[src/rtl/mips_wb_pkg.sv]
// Shared encodings for the MEM/WB writeback stage: source select, load type and FSM state.
package mips_wb_pkg;

    typedef enum logic [1:0] {
        WB_ALU  = 2'b00,
        WB_MEM  = 2'b01,
        WB_LUI  = 2'b10,
        WB_LINK = 2'b11
    } wb_sel_t;

    typedef enum logic [2:0] {
        LD_B  = 3'b000,
        LD_BU = 3'b001,
        LD_H  = 3'b010,
        LD_HU = 3'b011,
        LD_W  = 3'b100
    } load_type_t;

    typedef enum logic {
        ST_IDLE = 1'b0,
        ST_WAIT = 1'b1
    } wb_state_t;

endpackage

[src/rtl/writeback_select_unit_load_filter.sv]
// Little-endian load lane select with sign/zero extension and alignment check.
module load_filter
    import mips_wb_pkg::*;
#(
    parameter int BITS_SIZE = 32
) (
    input  logic [2:0]           load_type,
    input  logic [1:0]           addr_lsb,
    input  logic [31:0]          mem_word,
    output logic [BITS_SIZE-1:0] load_data,
    output logic                 misaligned
);

    logic [7:0]  lane_byte;
    logic [15:0] lane_half;

    assign lane_byte = mem_word[{addr_lsb, 3'b000} +: 8];
    assign lane_half = mem_word[{addr_lsb[1], 4'b0000} +: 16];

    always_comb begin
        load_data  = '0;
        misaligned = 1'b0;
        case (load_type)
            LD_B:  load_data = BITS_SIZE'($signed(lane_byte));
            LD_BU: load_data = BITS_SIZE'(lane_byte);
            LD_H: begin
                load_data  = BITS_SIZE'($signed(lane_half));
                misaligned = addr_lsb[0];
            end
            LD_HU: begin
                load_data  = BITS_SIZE'(lane_half);
                misaligned = addr_lsb[0];
            end
            // LW and all unassigned codes behave as a word load.
            default: begin
                load_data  = BITS_SIZE'($signed(mem_word));
                misaligned = (addr_lsb != 2'b00);
            end
        endcase
    end

endmodule

[src/rtl/writeback_select_unit.sv]
// Registered four-source writeback selector with load filter, memory wait-state
// handshake, timeout fault and flush.
module writeback_select_unit
    import mips_wb_pkg::*;
#(
    parameter int BITS_SIZE     = 32,
    parameter int REG_ADDR_BITS = 5,
    parameter int WAIT_TIMEOUT  = 15
) (
    input  logic                     i_clk,
    input  logic                     i_reset,
    input  logic                     i_valid,
    input  logic [1:0]               i_wb_sel,
    input  logic [2:0]               i_load_type,
    input  logic [1:0]               i_addr_lsb,
    input  logic [BITS_SIZE-1:0]     i_alu_result,
    input  logic [15:0]              i_immediate,
    input  logic [BITS_SIZE-1:0]     i_pc_link,
    input  logic [REG_ADDR_BITS-1:0] i_rd,
    input  logic                     i_reg_write,
    input  logic [BITS_SIZE-1:0]     i_mem_data,
    input  logic                     i_mem_ready,
    input  logic                     i_flush,
    output logic                     o_stall,
    output logic                     o_wb_valid,
    output logic                     o_wb_we,
    output logic [REG_ADDR_BITS-1:0] o_wb_rd,
    output logic [BITS_SIZE-1:0]     o_wb_data,
    output logic                     o_load_fault
);

    localparam logic [7:0] TIMEOUT_CNT = 8'(WAIT_TIMEOUT);

    wb_state_t              state_q, state_d;
    logic [7:0]             cnt_q, cnt_d;
    logic                   valid_d, we_d, fault_d;
    logic [REG_ADDR_BITS-1:0] rd_d;
    logic [BITS_SIZE-1:0]   data_d;

    logic [BITS_SIZE-1:0]   load_data;
    logic [BITS_SIZE-1:0]   lui_data;
    logic [BITS_SIZE-1:0]   src_data;
    logic                   misaligned;
    logic                   is_mem;
    logic                   write_ok;

    load_filter #(.BITS_SIZE(BITS_SIZE)) u_load_filter (
        .load_type  (i_load_type),
        .addr_lsb   (i_addr_lsb),
        .mem_word   (i_mem_data[31:0]),
        .load_data  (load_data),
        .misaligned (misaligned)
    );

    assign lui_data = BITS_SIZE'($signed({i_immediate, 16'h0000}));
    assign is_mem   = (i_wb_sel == WB_MEM);
    assign write_ok = i_reg_write && (i_rd != '0);

    always_comb begin
        case (i_wb_sel)
            WB_ALU:  src_data = i_alu_result;
            WB_MEM:  src_data = load_data;
            WB_LUI:  src_data = lui_data;
            default: src_data = i_pc_link;
        endcase
    end

    always_comb begin
        state_d = state_q;
        cnt_d   = cnt_q;
        valid_d = 1'b0;
        we_d    = 1'b0;
        fault_d = 1'b0;
        rd_d    = o_wb_rd;
        data_d  = o_wb_data;
        o_stall = 1'b0;
        if (i_flush) begin
            state_d = ST_IDLE;
            cnt_d   = '0;
        end else begin
            case (state_q)
                ST_IDLE: begin
                    if (i_valid) begin
                        if (is_mem && misaligned) begin
                            valid_d = 1'b1;
                            fault_d = 1'b1;
                            rd_d    = i_rd;
                        end else if (is_mem && !i_mem_ready) begin
                            o_stall = 1'b1;
                            state_d = ST_WAIT;
                            cnt_d   = 8'd1;
                        end else begin
                            valid_d = 1'b1;
                            we_d    = write_ok;
                            rd_d    = i_rd;
                            data_d  = src_data;
                        end
                    end
                end
                default: begin
                    // Counter holds the stall cycles already spent; stall is released
                    // on the timeout cycle so upstream retires the faulted load.
                    if (i_mem_ready) begin
                        valid_d = 1'b1;
                        we_d    = write_ok;
                        rd_d    = i_rd;
                        data_d  = src_data;
                        state_d = ST_IDLE;
                        cnt_d   = '0;
                    end else if (cnt_q >= TIMEOUT_CNT) begin
                        valid_d = 1'b1;
                        fault_d = 1'b1;
                        rd_d    = i_rd;
                        state_d = ST_IDLE;
                        cnt_d   = '0;
                    end else begin
                        o_stall = 1'b1;
                        cnt_d   = cnt_q + 8'd1;
                    end
                end
            endcase
        end
    end

    always_ff @(posedge i_clk or posedge i_reset) begin
        if (i_reset) begin
            state_q      <= ST_IDLE;
            cnt_q        <= '0;
            o_wb_valid   <= 1'b0;
            o_wb_we      <= 1'b0;
            o_wb_rd      <= '0;
            o_wb_data    <= '0;
            o_load_fault <= 1'b0;
        end else begin
            state_q      <= state_d;
            cnt_q        <= cnt_d;
            o_wb_valid   <= valid_d;
            o_wb_we      <= we_d;
            o_wb_rd      <= rd_d;
            o_wb_data    <= data_d;
            o_load_fault <= fault_d;
        end
    end

endmodule

[config.mk]
export PLATFORM = sky130hd
export DESIGN_NAME = writeback_select_unit
export DESIGN_NICKNAME = d
export VERILOG_FILES = /design/src/rtl/mips_wb_pkg.sv /design/src/rtl/writeback_select_unit_load_filter.sv /design/src/rtl/writeback_select_unit.sv
export SDC_FILE = /design/constraint.sdc
export NUM_CORES = 1
export LEC_CHECK = 0
export BUFFER_PORTS_ARGS = -buffer_cell sky130_fd_sc_hd__buf_2
export CAP_MARGIN = 5
export CELL_PAD_IN_SITES_DETAIL_PLACEMENT = 2
export CELL_PAD_IN_SITES_GLOBAL_PLACEMENT = 2
export CORE_ASPECT_RATIO = 0.9
export CORE_MARGIN = 5
export CORE_UTILIZATION = 27
export CTS_BUF_LIST = sky130_fd_sc_hd__clkbuf_2 sky130_fd_sc_hd__clkbuf_4 sky130_fd_sc_hd__clkbuf_8
export DETAILED_ROUTE_END_ITERATION = 7
export PLACE_DENSITY_LB_ADDON = 0.3
export SYNTH_ARGS = -nofsm -noshare
export SYNTH_HDL_FRONTEND = slang
export SYNTH_SLANG_ARGS = --single-unit
[constraint.sdc]
create_clock -name i_clk -period 2.4 [get_ports i_clk]
set_input_delay 0.48 -clock i_clk [delete_from_list [all_inputs] [get_ports i_clk]]
set_output_delay 0.48 -clock i_clk [all_outputs]
set_load 0.03 [all_outputs]
==> flow_summary.rst, run 1 <==
.. list-table::
   :header-rows: 1

   * - Metric
     - Value
   * - Outcome
     - completed
   * - Required time reported for the critical path endpoint
     - 1.92 ns
   * - # Post-CTS Setup Buffers
     - 0
   * - Die area
     - 15,600 um^2
   * - Most common library cell in the layout ignoring fill and taps
     - sky130_fd_sc_hd__buf_2
   * - Total CTS buffers
     - 5
   * - Max-Cap Viols
     - 0
   * - Final estimated routing congestion in global placement
     - 0.795
   * - Number of placed cells counting well taps
     - 716
   * - Synth Net Count
     - 522
   * - DRC violations left
     - 0
   * - Number of iterations in the first detailed-routing pass
     - 4
   * - CP Cell Sequence
     - ha_1, nand3_1, nand3_1, a21oi_1, buf_2
   * - Dominant cells by area after synthesis
     - sky130_fd_sc_hd__dfrtp_1 34%, sky130_fd_sc_hd__mux2i_1 13%, sky130_fd_sc_hd__a21oi_1 6.7%
   * - Number of antenna violations at the first check in global routing
     - 2
   * - Number of port buffers
     - 170
   * - Power Density
     - 556 nW/um^2
   * - Tightest Hold Check Type
     - in2async
   * - Initial core utilization
     - 27.8%
   * - Total detailed-routing wirelength
     - 14,900 um
   * - Setup repair after global routing missed its margin
     - false
   * - Vias per inst
     - 5.23
   * - Clock slew at reported path FFs
     - 0.10 ns
   * - Kind of start point of the critical path
     - register
   * - Top FF cell, synth
     - sky130_fd_sc_hd__dfrtp_1
   * - Final number of max-transition violations
     - 0
   * - Post-synthesis area per instance
     - 9.13 um^2
   * - Worst setup slack after placement
     - 0.0578 ns
   * - First-pass GRT wire length
     - 24,000 um
   * - Synthesized flop and latch total
     - 49
   * - Count of flip-flops with a built-in enable after synthesis
     - 0
   * - HPWL Detailed
     - 12,100 um
   * - Setup violators final
     - 0
   * - Root cell of the clock tree
     - sky130_fd_sc_hd__clkbuf_8
   * - Slew at the pin closest to its max-slew limit
     - 0.996 ns
   * - PnR worst setup slack
     - 0.138 ns
   * - Dominant cell type by count on the critical path
     - sky130_fd_sc_hd__nand3_1
   * - Number of DRC markers in iteration 0
     - 215
   * - Routed via count
     - 3,785
   * - Leakage power total
     - 2.32 nW
   * - Cell count of the worst reg-to-reg path
     - 4
   * - Relative slew slack
     - 33.3%
   * - Core Footprint
     - 12,800 um^2
   * - Antenna Nets Post-Route
     - 0
   * - Number of failing hold endpoints at the final stage
     - 0
   * - Clock sink total
     - 49
   * - Number of distinct library cells after synthesis
     - 54
   * - Area growth from synthesis to layout
     - 34.1%
   * - Ys async rst share
     - 100%
   * - Highest-delay cell along the critical path
     - sky130_fd_sc_hd__dfrtp_1
   * - Nets@finish
     - 690
   * - Largest fanout of any net on the critical path
     - 4
   * - CTS Hold Buffers Added
     - 0
   * - Delay of the slowest cell on the worst path
     - 0.43 ns
   * - Highest-count cells in the layout ignoring fill and taps
     - 170 x sky130_fd_sc_hd__buf_2, 49 x sky130_fd_sc_hd__dfrtp_1, 48 x sky130_fd_sc_hd__a21oi_1
   * - Top cell type's share of synthesized area
     - 34.3%
   * - Final min period
     - 2.26 ns
   * - Total congestion overflow after global routing
     - 0
   * - Sequential element share of the synthesized area
     - 34.3%
   * - Top achievable clock speed
     - 0.442 GHz
   * - Vias in the first global route
     - 4,291
   * - Die Height
     - 119 um
   * - Synthesis Warnings
     - 0
   * - Critical path type
     - reg2out
   * - Count of inserted antenna diode cells
     - 0
   * - Horizontal die dimension
     - 131 um
   * - Total standard cell area after synthesis
     - 3570 um^2
   * - Non-Filler Instances
     - 724
   * - Utilization of the core after routing
     - 37.3%
   * - Total routing resource utilization after global routing
     - 18.7%
   * - Post-cts sizing count
     - 0
   * - Share of final-layout standard cells stronger than drive strength 1
     - 41.8%
   * - Wirelength per Cell
     - 20.6 um
   * - Data arrival, critical path
     - 1.78 ns
   * - Total power after layout
     - 0.00266 W
   * - Maximum resistive drop on vdd
     - 224 uV
   * - Clk buf depth
     - 2
   * - TritonCTS clock tree
     - yes
   * - Share of the cycle needed by the critical path after routing
     - 94.2%
   * - Synth Instances
     - 391
   * - Area leader, netlist
     - sky130_fd_sc_hd__dfrtp_1
   * - Maximum level of the CTS H-tree
     - 2
   * - Number of rows created at floorplan
     - 39
   * - Worst Skew
     - 0.00797 ns
   * - Setup total negative slack
     - 0 ns
   * - Largest net degree at the start of global routing
     - 32
   * - Clock network latency to the later pin of the worst-skew pair
     - 0.31 ns
   * - Worst Setup End Kind
     - primary output
   * - Number of I/O pins
     - 171
## state kept, by name (all words and copies together), names as in the netlist
name / count
cnt_q: 8
o_load_fault: 1
o_wb_data: 32
o_wb_rd: 5
o_wb_valid: 1
o_wb_we: 1
state_q: 1
## cells in the mapped netlist (2+ instances only)
cell type and number:
sky130_fd_sc_hd__and2_1 4, sky130_fd_sc_hd__a21o_1 2, sky130_fd_sc_hd__a31oi_1 13, sky130_fd_sc_hd__a22oi_1 13, sky130_fd_sc_hd__nor2b_1 10, sky130_fd_sc_hd__nor3_1 3
sky130_fd_sc_hd__a22o_1 3, sky130_fd_sc_hd__nand3_1 4, sky130_fd_sc_hd__nand2b_1 7, sky130_fd_sc_hd__a221oi_1 2, sky130_fd_sc_hd__o21ai_0 26, sky130_fd_sc_hd__inv_1 7
sky130_fd_sc_hd__o31ai_2 10, sky130_fd_sc_hd__mux2i_1 47, sky130_fd_sc_hd__a21oi_1 48, sky130_fd_sc_hd__or4_1 2, sky130_fd_sc_hd__clkbuf_1 15, sky130_fd_sc_hd__o31ai_1 7
sky130_fd_sc_hd__nand2_1 16, sky130_fd_sc_hd__or3_1 2, sky130_fd_sc_hd__o22a_1 2, sky130_fd_sc_hd__o221ai_1 12, sky130_fd_sc_hd__o21ai_1 4, sky130_fd_sc_hd__nor2_1 28
sky130_fd_sc_hd__buf_1 4, sky130_fd_sc_hd__mux2_2 10, sky130_fd_sc_hd__buf_2 11, sky130_fd_sc_hd__buf_6 2, sky130_fd_sc_hd__nand3b_1 2, sky130_fd_sc_hd__nor4_1 3
sky130_fd_sc_hd__dfrtp_1 49
## final timing paths
kind	slack, ns	from	endpoint
worst min-delay path	0.22	i_reset	o_wb_valid
min in group i_clk	0.40	i_reg_write	o_wb_we
max in group asynchronous	1.61	i_reset	o_wb_data[0]
worst min register to register	0.51	o_wb_data[7]	o_wb_data[7]
worst max-delay path	0.14	cnt_q[0]	o_stall
worst max register to register	0.29	state_q	o_wb_data[14]
## report_power, final
group	switching, W	internal [W]	total (W)	leakage (nW)
sequential	0.0000620	0.000944	0.00101	0.606
combinational	0.000654	0.000366	0.00102	1.65
clock	0.000294	0.000339	0.000634	0.0574
total	0.00101	0.00165	0.00266	2.32
## metrics by stage
step	hold WS [ns]	cell area [um^2]
after floorplan	0.458	3570
after CTS	0.232	4780
final	0.223	4790
after detailed placement	0.492	4660
after global routing	0.252	4790
after global placement	0.474	4660
## worst max-delay path, delay by kind of cell, from the launching register on
kind	cells	cell delay, ns
AOI/OAI and AO/OA	1	0.21
adders and majority gates	1	0.26
buffers and inverters	1	0.24
DFF	1	0.43
and+or+nand+nor	2	0.33
## routing by layer
metal,vias up,track usage [%],part of all wire [%]
met5,-,0,0.14
met4,4,1.82,0.40
met3,9,5.73,6.8
met2,120,31.1,48
met1,1830,24.8,45
li1,1822,-,-
## cells by family (layout without fill, tap and decap cells)
family          Yosys count  after routing  synth area share, %
compound gates          156            156                 31.0
simple gates             88             88                 12.9
mux                      57             57                 16.3
flops                    49             49                 34.3
buf+inv                  40            209                 5.12
fa+ha+maj                 1              1                0.350
## cell type report
type	instances	area, um^2
repair buffers	194	1040
clock buffers	6	82.6
inverters	7	26.3
flip-flops and latches	49	1230
fillers	1497	8050
well taps	164	205
clock inverters	2	37.5
multi-input cells	302	2170
Power figures use the tool's default switching activity.
==> run 2: changes to the inputs <==
Settings changed: ABC_AREA set to 1, CORE_UTILIZATION 27 to 24.
==> run 2 against run 1 <==
Non-clock buffer count fell by 10. Via count increased by 14%. Die area increased by 13%. Sequential power hardly changed. Clock-buffer cell count shrank 1. Wire length is 8.9% higher. First-iteration DRC count is 37% lower. Critical path type unchanged.
==> flow_summary.rst, run 2 <==
.. list-table::
   :header-rows: 1

   * - Metric
     - Value
   * - Outcome
     - completed (unchanged)
   * - Top achievable clock speed
     - 0.437 GHz (was 0.442 GHz)
   * - Routed via count
     - 4,296 (was 3,785)
   * - Relative slew slack
     - 56.1% (was 33.3%)
   * - Number of rows created at floorplan
     - 42 (was 39)
   * - Internal Pwr Total
     - 0.00159 W (was 0.00165 W)
   * - Slew at the pin closest to its max-slew limit
     - 0.657 ns (was 0.996 ns)
   * - Core Footprint
     - 14,800 um^2 (was 12,800 um^2)
   * - TritonCTS clock tree
     - yes (unchanged)
   * - Wirelength per Cell
     - 17.3 um (was 20.6 um)
   * - Worst Setup End Kind
     - primary output (unchanged)
   * - Leakage power total
     - 2.68 nW (was 2.32 nW)
   * - Commonest cells in the netlist
     - 193 x sky130_fd_sc_hd__nand2_1, 126 x sky130_fd_sc_hd__nor2_1, 49 x sky130_fd_sc_hd__a21oi_1, 49 x sky130_fd_sc_hd__dfrtp_1, 42 x sky130_fd_sc_hd__inv_1 (was 49 x sky130_fd_sc_hd__dfrtp_1, 48 x sky130_fd_sc_hd__a21oi_1, 47 x sky130_fd_sc_hd__mux2i_1)
   * - Total routing resource utilization after global routing
     - 18.4% (was 18.7%)
   * - Synth Net Count
     - 709 (was 522)
   * - Largest fanout of any net on the critical path
     - 3 (was 4)
   * - Antenna Nets Post-Route
     - 0 (unchanged)
   * - Clk buf depth
     - 2 (unchanged)
   * - Number of distinct library cells after synthesis
     - 31 (was 54)
   * - Top Registers
     - o_wb_data x32, cnt_q x8, o_wb_rd x5 (unchanged)
   * - Synthesized flop and latch total
     - 49 (unchanged)
   * - Top cell type's share of synthesized area
     - 33.9% (was 34.3%)
   * - Number of DRC markers in iteration 0
     - 135 (was 215)
   * - Final estimated routing congestion in global placement
     - 0.814 (was 0.795)
   * - Maximum resistive drop on vdd
     - 195 uV (was 224 uV)
   * - Highest-count cells in the layout ignoring fill and taps
     - 193 x sky130_fd_sc_hd__nand2_1, 169 x sky130_fd_sc_hd__buf_2, 126 x sky130_fd_sc_hd__nor2_1 (was 170 x sky130_fd_sc_hd__buf_2, 49 x sky130_fd_sc_hd__dfrtp_1, 48 x sky130_fd_sc_hd__a21oi_1)
   * - Delay of the slowest cell on the worst path
     - 0.42 ns (was 0.43 ns)
   * - Nets@finish
     - 871 (was 690)
   * - Power Density
     - 561 nW/um^2 (was 556 nW/um^2)
   * - Area growth from synthesis to layout
     - 32.8% (was 34.1%)
   * - Root cell of the clock tree
     - sky130_fd_sc_hd__clkbuf_8 (unchanged)
   * - Total power after layout
     - 0.00269 W (was 0.00266 W)
   * - Largest net degree at the start of global routing
     - 32 (unchanged)
   * - Number of flip-flops under the largest register name
     - 32 (unchanged)
   * - Vias per inst
     - 4.57 (was 5.23)
   * - Worst setup slack after placement
     - 0.208 ns (was 0.0578 ns)
   * - Tightest Hold Check Type
     - in2async (unchanged)
   * - Worst Skew
     - 0.0127 ns (was 0.00797 ns)
   * - Worst path bufs/invs
     - 1 (unchanged)
   * - Critical path type
     - reg2out (unchanged)
   * - Share of final-layout standard cells stronger than drive strength 1
     - 31.0% (was 41.8%)
   * - Total CTS buffers
     - 5 (unchanged)
   * - Horizontal die dimension
     - 139 um (was 131 um)
   * - First-pass GRT wire length
     - 26,100 um (was 24,000 um)
   * - Area leader, netlist
     - sky130_fd_sc_hd__dfrtp_1 (unchanged)
   * - Synthesis Warnings
     - 0 (unchanged)
   * - Total detailed-routing wirelength
     - 16,200 um (was 14,900 um)
   * - Total standard cell area after synthesis
     - 3610 um^2 (was 3570 um^2)
   * - Most common library cell in the layout ignoring fill and taps
     - sky130_fd_sc_hd__nand2_1 (was sky130_fd_sc_hd__buf_2)
   * - Number of port buffers
     - 170 (unchanged)
   * - DRC violations left
     - 0 (unchanged)
   * - Number of failing hold endpoints at the final stage
     - 0 (unchanged)
   * - Final number of max-transition violations
     - 0 (unchanged)
   * - CP Cell Sequence
     - ha_1, nand3_1, nand4_1, nand2b_4, o22ai_2, buf_4 (was ha_1, nand3_1, nand3_1, a21oi_1, buf_2)
   * - Number of antenna violations at the first check in global routing
     - 5 (was 2)
   * - Number of I/O pins
     - 171 (unchanged)
   * - Setup violators final
     - 0 (unchanged)
   * - Vias in the first global route
     - 4,869 (was 4,291)
   * - Maximum level of the CTS H-tree
     - 2 (unchanged)
   * - Total congestion overflow after global routing
     - 0 (unchanged)
   * - Data arrival, critical path
     - 1.81 ns (was 1.78 ns)
   * - Share of the cycle needed by the critical path after routing
     - 95.3% (was 94.2%)
   * - Die area
     - 17,600 um^2 (was 15,600 um^2)
   * - Die Height
     - 126 um (was 119 um)
   * - Sequential element share of the synthesized area
     - 33.9% (was 34.3%)
   * - CTS Hold Buffers Added
     - 0 (unchanged)
   * - Area after detailed placement
     - 4660 um^2 (about the same)
   * - Synth Instances
     - 578 (was 391)
   * - Most repeated cell in the gate-level netlist after synthesis
     - sky130_fd_sc_hd__nand2_1 (was sky130_fd_sc_hd__dfrtp_1)
   * - Clock network latency to the later pin of the worst-skew pair
     - 0.34 ns (was 0.31 ns)
   * - Switching Power
     - 0.00110 W (was 0.00101 W)
   * - Number of placed cells counting well taps
     - 930 (was 716)
   * - Post-synthesis area per instance
     - 6.25 um^2 (was 9.13 um^2)
   * - Required time reported for the critical path endpoint
     - 1.92 ns (about the same)
   * - Final min period
     - 2.29 ns (was 2.26 ns)
   * - Highest-delay cell along the critical path
     - sky130_fd_sc_hd__dfrtp_1 (unchanged)
   * - Clock slew at reported path FFs
     - 0.11 ns (was 0.10 ns)
   * - Combinational share of power
     - 37.7% (was 38.4%)
   * - Non-Filler Instances
     - 940 (was 724)
   * - HPWL Detailed
     - 12,900 um (was 12,100 um)
   * - PnR worst setup slack
     - 0.113 ns (was 0.138 ns)
   * - Ys async rst share
     - 100% (unchanged)
   * - Number of iterations in the first detailed-routing pass
     - 4 (unchanged)
   * - Register bank with the most flops
     - o_wb_data (unchanged)
   * - Max-Cap Viols
     - 0 (unchanged)
   * - Initial core utilization
     - 24.5% (was 27.8%)
   * - Top FF cell, synth
     - sky130_fd_sc_hd__dfrtp_1 (unchanged)
   * - Area of all placed cells without fillers
     - 4800 um^2 (was 4790 um^2)
   * - Count of flip-flops with a built-in enable after synthesis
     - 0 (unchanged)
   * - Clock sink total
     - 49 (unchanged)
   * - Proportion of power drawn by the clock network
     - 24.3% (was 23.8%)
   * - Kind of start point of the critical path
     - register (unchanged)
   * - Seq pwr share
     - 38.0% (was 37.8%)
   * - Sw frac
     - 40.9% (was 38.0%)
   * - Top Family by Delay on Critical Path
     - simple AND/OR/NAND/NOR gates (was flip-flops)
   * - Dominant cells by area after synthesis
     - sky130_fd_sc_hd__dfrtp_1 34%, sky130_fd_sc_hd__nand2_1 20%, sky130_fd_sc_hd__nor2_1 13% (was sky130_fd_sc_hd__dfrtp_1 34%, sky130_fd_sc_hd__mux2i_1 13%, sky130_fd_sc_hd__a21oi_1 6.7%)
-- run 2: cell types whose count changed in the layout (fill, tap and decap cells not counted), sizes merged, moves of 10 or more --
cell    delta
a22oi     -13
a31oi     -13
buf       -10
inv       +40
mux2      -10
mux2i     -47
nand2    +180
nand3     +14
nor2     +110
nor2b     -10
o21ai     -10
o221ai    -12
o31ai     -17
-- run 2: per-stage QoR --
stage	setup TNS (ns)	utilization (%)	hold slack (ns)
4_1_cts	0	32.4	0.220
6_report	0	32.5	0.215
5_1_grt	-0.00307	32.5	0.252
3_5_place_dp	0	31.5	0.467
3_3_place_gp	0	31.5	0.460
2_1_floorplan	0	-	0.460
-- run 2: path summary, 6_finish.rpt --
kind	depth (start not counted)	slack, ns	to	startpoint
worst max-delay path	6	0.11	o_stall	cnt_q[0]
worst min-delay path	2	0.21	o_wb_valid	i_reset
worst max register to register	8	0.66	o_wb_data[13]	state_q
worst min register to register	2	0.49	o_wb_data[26]	o_wb_data[26]
max in group asynchronous	3	1.59	o_wb_data[24]	i_reset
min in group i_clk	2	0.38	o_load_fault	i_flush
-- run 2: layer usage --
layer	routed length (um)	track usage (%)	up-vias
met5	42	0	-
met4	171	4.26	8
met3	977	4.86	17
met2	7840	31.7	104
met1	7200	23.0	2045
li1	-	-	2122
-- run 2: cell families (layout without fill, tap and decap cells) --
logic type / after synthesis / count (layout) / synth area share, %
buffers and inverters: 76 / 239 / 9.83
adders and majority gates: 1 / 1 / 0.346
DFF: 49 / 49 / 33.9
and+or+nand+nor: 360 / 360 / 41.0
AOI/OAI and AO/OA: 91 / 91 / 14.7
xor gates and xnor gates: 1 / 1 / 0.242
other: 0 / 1 / 0
-- run 2: timing repair --
action	in CTS	in global routing
resized for setup	2	2
endpoints found under the setup margin	1	1
buffers inserted	1	0
-- run 2: cell type report --
cell class,count,area [um^2]
flip-flops and latches,49,1230
clock inverters,3,46.3
fillers,1869,9970
inverters,47,179
clock buffers,5,68.8
well taps,198,248
multi-input cells,453,2050
diodes,1,2.50
repair buffers,184,983
-- run 2: power groups by stage --
stage	combinational [W]	clock, W	sequential (W)
after floorplan	0.000395	0	0.00128
after global placement	0.000997	0	0.00103
after detailed placement	0.00103	0	0.00104
after CTS	0.00104	0.000683	0.00103
after global routing	0.00112	0.000715	0.00104
final	0.00102	0.000653	0.00102
==> run 3: changes to the inputs <==
Settings changed: RECOVER_POWER set to 25.
==> run 3 against run 2 <==
Worst hold slack improved by 0.16 ns. Critical endpoint unchanged. Fmax decreased by 0.77%. Global-route usage unchanged. Clock power about the same. Non-clock buffer count stayed put. Clock skew barely moved. Total power is 0.15% lower. Worst setup slack worse by 0.018 ns. Register-to-register slack about the same. Clock-buffer cell count unchanged. Die area unchanged. Final area fell by 0.31%.
==> flow_summary.rst, run 3 (same netlist as run 2, synthesis figures left out) <==
.. list-table::
   :header-rows: 1

   * - Metric
     - Value
   * - Cell count of the worst reg-to-reg path
     - 8 (unchanged)
   * - Worst Skew
     - 0.0131 ns (was 0.0127 ns)
   * - Number of flip-flops under the largest register name
     - 32 (unchanged)
   * - Total CTS buffers
     - 5 (unchanged)
   * - Slew at the pin closest to its max-slew limit
     - 1.09 ns (was 0.657 ns)
   * - Number of failing hold endpoints at the final stage
     - 0 (unchanged)
   * - Vias per inst
     - 4.58 (was 4.57)
   * - Sink of the worst hold path
     - o_load_fault
   * - Top achievable clock speed
     - 0.434 GHz (was 0.437 GHz)
   * - Clk buf depth
     - 2 (unchanged)
   * - First-pass GRT wire length
     - 26,100 um (unchanged)
   * - Area growth from synthesis to layout
     - 32.4% (was 32.8%)
   * - Share of the cycle needed by the critical path after routing
     - 96.0% (was 95.3%)
   * - Number of rows created at floorplan
     - 42 (unchanged)
   * - Antenna Nets Post-Route
     - 0 (unchanged)
   * - Initial core utilization
     - 24.5% (unchanged)
   * - Highest-count cells in the layout ignoring fill and taps
     - 193 x sky130_fd_sc_hd__nand2_1, 169 x sky130_fd_sc_hd__buf_2, 126 x sky130_fd_sc_hd__nor2_1 (unchanged)
   * - Vias in the first global route
     - 4,869 (unchanged)
   * - Most common library cell in the layout ignoring fill and taps
     - sky130_fd_sc_hd__nand2_1 (unchanged)
   * - Wirelength per Cell
     - 17.2 um (was 17.3 um)
   * - Nets@finish
     - 871 (unchanged)
   * - Leakage power total
     - 2.68 nW (about the same)
   * - Largest fanout of any net on the critical path
     - 3 (unchanged)
   * - TritonCTS clock tree
     - yes (unchanged)
   * - Setup violators final
     - 0 (unchanged)
   * - Number of placed cells counting well taps
     - 930 (unchanged)
   * - Clock sink total
     - 49 (unchanged)
   * - Horizontal die dimension
     - 139 um (unchanged)
   * - Final number of max-transition violations
     - 0 (unchanged)
   * - Routed via count
     - 4,302 (was 4,296)
   * - Relative slew slack
     - 27.5% (was 56.1%)
   * - Die Height
     - 126 um (unchanged)
   * - Number of port buffers
     - 170 (unchanged)
   * - Maximum level of the CTS H-tree
     - 2 (unchanged)
   * - Die area
     - 17,600 um^2 (unchanged)
   * - Final min period
     - 2.30 ns (was 2.29 ns)
   * - Outcome
     - completed (unchanged)
   * - Number of iterations in the first detailed-routing pass
     - 4 (unchanged)
   * - Total congestion overflow after global routing
     - 0 (unchanged)
   * - Number of DRC markers in iteration 0
     - 128 (was 135)
   * - Worst R2R End
     - o_wb_data[13] (unchanged)
   * - DRC violations left
     - 0 (unchanged)
   * - Total detailed-routing wirelength
     - 16,200 um (about the same)
   * - Register bank with the most flops
     - o_wb_data (unchanged)
   * - Share of final-layout standard cells stronger than drive strength 1
     - 30.9% (was 31.0%)
   * - Clock network latency to the later pin of the worst-skew pair
     - 0.34 ns (about the same)
   * - Non-Filler Instances
     - 940 (unchanged)
   * - Critical path startpoint
     - cnt_q[0] (unchanged)
   * - Required time reported for the critical path endpoint
     - 1.92 ns (about the same)
   * - Source of the worst register-to-register timing path
     - state_q (unchanged)
   * - Number of antenna violations at the first check in global routing
     - 5 (unchanged)
   * - Count of cells along the worst hold path
     - 2
   * - Largest net degree at the start of global routing
     - 32 (unchanged)
   * - Number of I/O pins
     - 171 (unchanged)
   * - Worst Setup End Kind
     - primary output (unchanged)
   * - Max-Cap Viols
     - 0 (unchanged)
   * - HPWL Detailed
     - 12,900 um (unchanged)
   * - Tightest Hold Check Type
     - in2reg (was in2async)
   * - Power Density
     - 562 nW/um^2 (was 561 nW/um^2)
   * - Total power after layout
     - 0.00269 W (about the same)
   * - Maximum resistive drop on vdd
     - 195 uV (about the same)
   * - Worst Hold Launch
     - i_flush
   * - Register-to-register setup slack
     - 0.66 ns (about the same)
   * - Final estimated routing congestion in global placement
     - 0.814 (unchanged)
   * - Root cell of the clock tree
     - sky130_fd_sc_hd__clkbuf_8 (unchanged)
   * - Data arrival, critical path
     - 1.82 ns (was 1.81 ns)
   * - Setup total negative slack
     - 0 ns (unchanged)
   * - Top Registers
     - o_wb_data x32, cnt_q x8, o_wb_rd x5 (unchanged)
   * - Total routing resource utilization after global routing
     - 18.4% (unchanged)
   * - Critical path type
     - reg2out (unchanged)
   * - Clock slew at reported path FFs
     - 0.11 ns (about the same)
   * - CTS Hold Buffers Added
     - 0 (unchanged)
   * - Kind of start point of the critical path
     - register (unchanged)
   * - Core Footprint
     - 14,800 um^2 (unchanged)
==> run 3: cell count changes in the layout (fill, tap and decap cells not counted) <==
cell and change:
sky130_fd_sc_hd__buf_12 -1, sky130_fd_sc_hd__inv_1 +1, sky130_fd_sc_hd__inv_2 -1, sky130_fd_sc_hd__clkbuf_2 +1
==> run 3: critical path, cell delays in order, from the launching register on <==
cell and delay, ns:
sky130_fd_sc_hd__dfrtp_1 0.42, sky130_fd_sc_hd__ha_1 0.23, sky130_fd_sc_hd__nand3_1 0.10, sky130_fd_sc_hd__nand4_1 0.15, sky130_fd_sc_hd__nand2b_4 0.20, sky130_fd_sc_hd__o22ai_2 0.19
sky130_fd_sc_hd__buf_4 0.19
==> run 3: layout make-up <==
cell class              count  area [um^2]
diodes                      1         2.50
fillers                  1870         9980
clock buffers               5         68.8
multi-input cells         453         2050
clock inverters             3         46.3
well taps                 198          248
flip-flops and latches     49         1230
inverters                  47          179
repair buffers            184          968
==> run 3: repair_timing <==
action | in CTS | in global routing
endpoints found under the setup margin | 1 | 1
cloned | 0 | 0
resized for setup | 2 | 2
setup buffers | 1 | 0
==> run 3: per-layer routing <==
| layer | vias up | track usage (%) | part of all wire (%) |
|---|---|---|---|
| met4 | 8 | 4.26 | 1.1 |
| met3 | 17 | 4.86 | 6.1 |
| li1 | 2123 | - | - |
| met5 | - | 0 | 0.26 |
| met1 | 2046 | 23.0 | 44 |
| met2 | 108 | 31.7 | 48 |
==> run 3: metrics by stage <==
step | setup WS (ns) | cell area [um^2] | util [%] | hold WS [ns]
3_3_place_gp | 0.281 | 4660 | 31.5 | 0.460
6_report | 0.0956 | 4780 | 32.4 | 0.377
4_1_cts | 0.0392 | 4790 | 32.4 | 0.220
5_1_grt | -0.00307 | 4780 | 32.4 | 0.387
3_5_place_dp | 0.208 | 4660 | 31.5 | 0.467
2_1_floorplan | 0.286 | 3610 | - | 0.460
==> run 3: worst max path at each step <==
stage          endpoint  slack (ns)  cells after the start
4_1_cts         o_stall        0.04                      6
2_1_floorplan   o_stall        0.29                      6
3_3_place_gp    o_stall        0.28                      7
6_report        o_stall         0.1                      6
3_5_place_dp    o_stall        0.21                      7
5_1_grt         o_stall      -0.003                      6
==> run 3: report_power, final <==
part	switching, W	leakage [nW]	internal, W
logic	0.000683	2.01	0.000328
registers	0.0000751	0.614	0.000948
clock network	0.000341	0.0544	0.000313
total	0.00110	2.68	0.00159
